**src/rtl/ps2_receiver.sv**
```systemverilog
// ps2_receiver: PS/2 keyboard frame receiver with glitch filter, parity/stop check and inter-edge timeout.
// Define PS2_BREAK_DECODE_EN to fold an F0 break prefix into RELEASE on the following code.
module ps2_receiver #(
   parameter int FILTER_LEN     = 8,
   parameter int TIMEOUT_CYCLES = 50000
) (
   input  logic       CLK,
   input  logic       RST_N,
   input  logic       PS2_CLK,
   input  logic       PS2_DATA,
   output logic [7:0] SCANCODE,
   output logic       VALID,
   output logic       RELEASE,
   output logic       ERROR
);
   localparam int TW = $clog2(TIMEOUT_CYCLES + 1);
   typedef enum logic [1:0] {IDLE, DATA, PARITY, STOP} state_t;
   state_t state, state_n;
   logic clk_s1, clk_s2, dat_s1, dat_s2, flt_lvl, flip, fall, accept, fail, par;
   logic [7:0] flt_cnt, shreg;
   logic [2:0] bit_cnt;
   logic [TW-1:0] tmo_cnt;
   assign flip = (clk_s2 != flt_lvl) && (flt_cnt == 8'(FILTER_LEN - 1));
   assign fall = flip && flt_lvl;
   always_ff @(posedge CLK or negedge RST_N) begin
      if (!RST_N) begin
         {clk_s1, clk_s2, dat_s1, dat_s2, flt_lvl} <= '1;
         flt_cnt <= '0;
      end else begin
         {clk_s2, clk_s1} <= {clk_s1, PS2_CLK};
         {dat_s2, dat_s1} <= {dat_s1, PS2_DATA};
         flt_cnt <= (clk_s2 == flt_lvl || flip) ? '0 : flt_cnt + 8'd1;
         flt_lvl <= flt_lvl ^ flip;
      end
   end
   always_ff @(posedge CLK or negedge RST_N) begin
      if (!RST_N) state <= IDLE;
      else state <= state_n;
   end
   always_comb begin
      state_n = state;
      accept  = 1'b0;
      fail    = 1'b0;
      if (fall) begin
         case (state)
            IDLE:    state_n = dat_s2 ? IDLE : DATA;
            DATA:    state_n = (bit_cnt == 3'd7) ? PARITY : DATA;
            PARITY:  state_n = STOP;
            default: begin
               state_n = IDLE;
               accept  = dat_s2 && (^{shreg, par});
               fail    = !accept;
            end
         endcase
      end else if (state != IDLE && tmo_cnt == TW'(TIMEOUT_CYCLES - 1)) begin
         state_n = IDLE;
         fail    = 1'b1;
      end
   end
   always_ff @(posedge CLK or negedge RST_N) begin
      if (!RST_N) begin
         tmo_cnt <= '0;
         shreg   <= '0;
         bit_cnt <= '0;
         par     <= 1'b0;
         ERROR   <= 1'b0;
      end else begin
         tmo_cnt <= (fall || state == IDLE) ? '0 : tmo_cnt + TW'(1);
         if (state == IDLE) bit_cnt <= '0;
         if (fall && state == DATA) begin
            shreg   <= {dat_s2, shreg[7:1]};
            bit_cnt <= bit_cnt + 3'd1;
         end
         if (fall && state == PARITY) par <= dat_s2;
         ERROR <= fail;
      end
   end
`ifdef PS2_BREAK_DECODE_EN
   logic pend, is_brk;
   assign is_brk = shreg == 8'hF0;
   always_ff @(posedge CLK or negedge RST_N) begin
      if (!RST_N) begin
         pend     <= 1'b0;
         VALID    <= 1'b0;
         RELEASE  <= 1'b0;
         SCANCODE <= '0;
      end else begin
         VALID <= accept && !is_brk;
         pend  <= (accept && is_brk) || (pend && !accept && !fail);
         if (accept && !is_brk) begin
            SCANCODE <= shreg;
            RELEASE  <= pend;
         end
      end
   end
`else
   assign RELEASE = 1'b0;
   always_ff @(posedge CLK or negedge RST_N) begin
      if (!RST_N) begin
         VALID    <= 1'b0;
         SCANCODE <= '0;
      end else begin
         VALID <= accept;
         if (accept) SCANCODE <= shreg;
      end
   end
`endif
endmodule

```
**config.mk**
```make
export PLATFORM = sky130hd
export DESIGN_NAME = ps2_receiver
export DESIGN_NICKNAME = d
export VERILOG_FILES = /design/src/rtl/ps2_receiver.sv
export SDC_FILE = /design/constraint.sdc
export NUM_CORES = 1
export LEC_CHECK = 0
export ABC_CLOCK_PERIOD_IN_PS = 4480
export BUFFER_PORTS_ARGS = -buffer_cell sky130_fd_sc_hd__buf_2
export CELL_PAD_IN_SITES_DETAIL_PLACEMENT = 1
export CELL_PAD_IN_SITES_GLOBAL_PLACEMENT = 1
export CORE_ASPECT_RATIO = 1.25
export CORE_MARGIN = 2
export CORE_UTILIZATION = 54
export CTS_BUF_LIST = sky130_fd_sc_hd__clkbuf_4 sky130_fd_sc_hd__clkbuf_8
export CTS_CLUSTER_SIZE = 16
export DETAILED_ROUTE_END_ITERATION = 16
export GPL_ROUTABILITY_DRIVEN = 0
export HOLD_SLACK_MARGIN = 0.02
export PLACE_DENSITY_LB_ADDON = 0.1
export SLEW_MARGIN = 20
export SYNTH_ARGS = -nofsm -noshare
export SYNTH_HDL_FRONTEND = slang
export SYNTH_SLANG_ARGS = --single-unit
```
**constraint.sdc**
```tcl
create_clock -name CLK -period 4.48 [get_ports CLK]
set_input_delay 0.672 -clock CLK [delete_from_list [all_inputs] [get_ports CLK]]
set_output_delay 0.672 -clock CLK [all_outputs]
set_load 0.005 [all_outputs]
```
==> run summary <==
Status -> completed
Clock Path Buffers -> 2
Syn Area/Cell -> 11.8 um^2
Flops & latches, synth -> 53
Final Cycle Share -> 50.3%
Die Ht -> 79.0 um
Top cell type's share of synthesized area -> 49.5%
Clk Latency, worst-skew pair -> 0.30 ns
Root Buffer -> clkbuf_8
Initial antenna violation count -> 0
Hold Path Class -> flop to flop
GRT overflow -> 0
RSZ-0062 raised after global routing -> false
Final nets -> 228
Top-count cell post-synth -> dfrtp_1
Max rail drop VDD -> 156 uV
Die Area -> 0.00505 mm^2
Final Critical Period -> 2.25 ns
First-pass GRT wire length -> 8.26 mm
Layout area overhead -> 8.96%
H-tree depth -> 2
Mapped Nets -> 214
Maxcap violations -> 0
Sequential fraction of the synthesis area -> 54.9%
Post-CTS sizing -> 0
Max Slew Vio Count -> 0
Setup TNS Final -> 0 ns
Fmax -> 444 MHz
CTS sink cnt -> 53
Ranking of synthesized cells by area -> dfrtp_1 49%, mux2_2 7.9%, dfstp_2 5.4%
Relative slew slack -> 56.6%
Largest net degree at the start of global routing -> 54
Area after DPL -> 0.00253 mm^2
# DRC -> 0
Port Buffers -> 13
Synth top cells by count -> 48 x dfrtp_1, 30 x nor2_1, 17 x mux2_2
CTS tree -> yes
Design area -> 0.00265 mm^2
Number of synthesized flops with an enable pin -> 0
Yosys top cell by area -> dfrtp_1
Util after Layout -> 60.7%
Final wirelength -> 4.72 mm
Final Hold Viols -> 0
Slew @ Worst Pin -> 0.651 ns
Pleak -> 1.24 nW
Initial core utilization -> 55.7%
Core area -> 0.00436 mm^2
Row count -> 27
Async S/R FF share, synth -> 100%
Setup crit end kind -> flop
Share of cells above drive strength 1 -> 23.5%
Warnings from Yosys -> 0
Vias -> 1,544
Total CTS buffers -> 5
ANT cells -> 0
Avg WL per Cell -> 16.9 um
Final setup violation count -> 0
Crit path DAT -> 2.44 ns
P per Cell Area -> 347 mW/mm^2
CP startpoint kind -> flop
Post-CTS Setup Bufs -> 0
Post-synth top flop -> dfrtp_1
Worst Skew -> 0.00497 ns
Vias in the first global route -> 1,701
Mapped Cells -> 206
Gr usage total -> 21.1%
Clock slew at reported path FFs -> 0.09 ns
Synth cell types -> 40
Hold_buf cts -> 0
Post-Syn Area -> 0.00243 mm^2
Via/cell ratio -> 5.53
CP Max Fanout -> 9
Die W -> 64.0 um
Violation count after the first detailed-route iteration -> 108
Detail Route Antenna Nets -> 0
Drt first pass iters -> 4
Crit Path Category -> flop to flop
HPWL Detailed -> 3.45 mm
Required time of the critical path -> 4.67 ns
Boundary pin count -> 15
[critical path, stage by stage, from the launching register on]
cell and delay [ns]:
dfrtp_1 0.44, or4_4 0.53, nor3_1 0.32, and4_1 0.47, mux2_2 0.39
[sequential cells by signal (all words and copies together), names as in the netlist, 2 cells and up, named ones only]
signal    cells
SCANCODE      8
bit_cnt       3
flt_cnt       8
shreg         8
state         2
tmo_cnt      16
[power breakdown]
part	internal, W	leakage (nW)	switching, W
combinational	0.0000239	0.456	0.0000392
sequential	0.000499	0.721	0.0000203
clock	0.000188	0.0619	0.000148
[path summary, 6_finish.rpt]
path                                      endpoint                  from  slack [ns]  cells past startpoint
max                        SCANCODE[0]$_DFFE_PN0P_  flt_cnt[5]$_DFF_PN0_        2.23                      4
max reg2reg                SCANCODE[0]$_DFFE_PN0P_  flt_cnt[5]$_DFF_PN0_        2.23                      4
max in group asynchronous    tmo_cnt[12]$_DFF_PN0_                 RST_N        3.57                      2
min                               clk_s2$_DFF_PN1_      clk_s1$_DFF_PN1_        0.36                      0
min in group asynchronous  SCANCODE[7]$_DFFE_PN0P_                 RST_N        0.48                      2
min reg2reg                       clk_s2$_DFF_PN1_      clk_s1$_DFF_PN1_        0.36                      0
[layout make-up]
cell class	instances	area [um^2]
clock buffers	7	90.1
clock inverters	1	30.0
fillers	477	1710
inverters	3	11.3
multi-input cells	143	1040
flip-flops and latches	53	1330
well taps	58	72.6
repair buffers	14	72.6
[layer usage]
metal | routed length (um) | vias to the layer above | part of all wire (%) | GRT usage (%)
met3 | 111 | 8 | 2.4 | 3.68
li1 | - | 731 | - | -
met1 | 1930 | 782 | 41 | 26.5
met2 | 2610 | 23 | 55 | 36.5
met5 | 0 | - | 0 | 0
met4 | 77 | 0 | 1.6 | 7.17
[placed cells by master, fill, tap and decap left out, types with 2 or more instances in the layout]
cell,instances
nor2b_1,2
dfrtp_1,48
nand4_1,3
xor2_1,13
xnor2_1,14
mux2_2,17
nand3_1,14
buf_2,13
inv_1,3
ha_1,4
and3_1,4
a22o_1,5
nor2_1,30
dfstp_2,5
nand2_1,7
or3_1,2
mux2_4,2
o21ai_0,2
or4_4,2
nor3_1,4
clkbuf_8,6
nor4_1,3
[per-stage QoR]
| step | cells | worst slack [ns] | power [W] | hold slack (ns) |
|---|---|---|---|---|
| finish | 279 | 2.23 | 0.000919 | 0.357 |
| floorplan | 206 | 2.38 | 0.000565 | 0.345 |
| detailed placement | 271 | 2.20 | 0.000593 | 0.347 |
| global route | 279 | 2.10 | 0.000960 | 0.363 |
| global placement | 271 | 2.31 | 0.000582 | 0.348 |
| CTS | 279 | 2.19 | 0.000930 | 0.361 |
[cells by family after synthesis]
| logic type | after synthesis | synth area share, % |
|---|---|---|
| buffers and inverters | 10 | 2.42 |
| adder cells (fa/ha/maj) | 4 | 2.06 |
| flip-flops | 53 | 54.9 |
| multiplexers | 19 | 9.12 |
| XOR/XNOR | 28 | 10.7 |
| other | 1 | 0.154 |
| AO/OA/AOI/OAI | 12 | 3.86 |
| AND/OR/NAND/NOR | 79 | 16.8 |
Power figures use the tool's default switching activity.
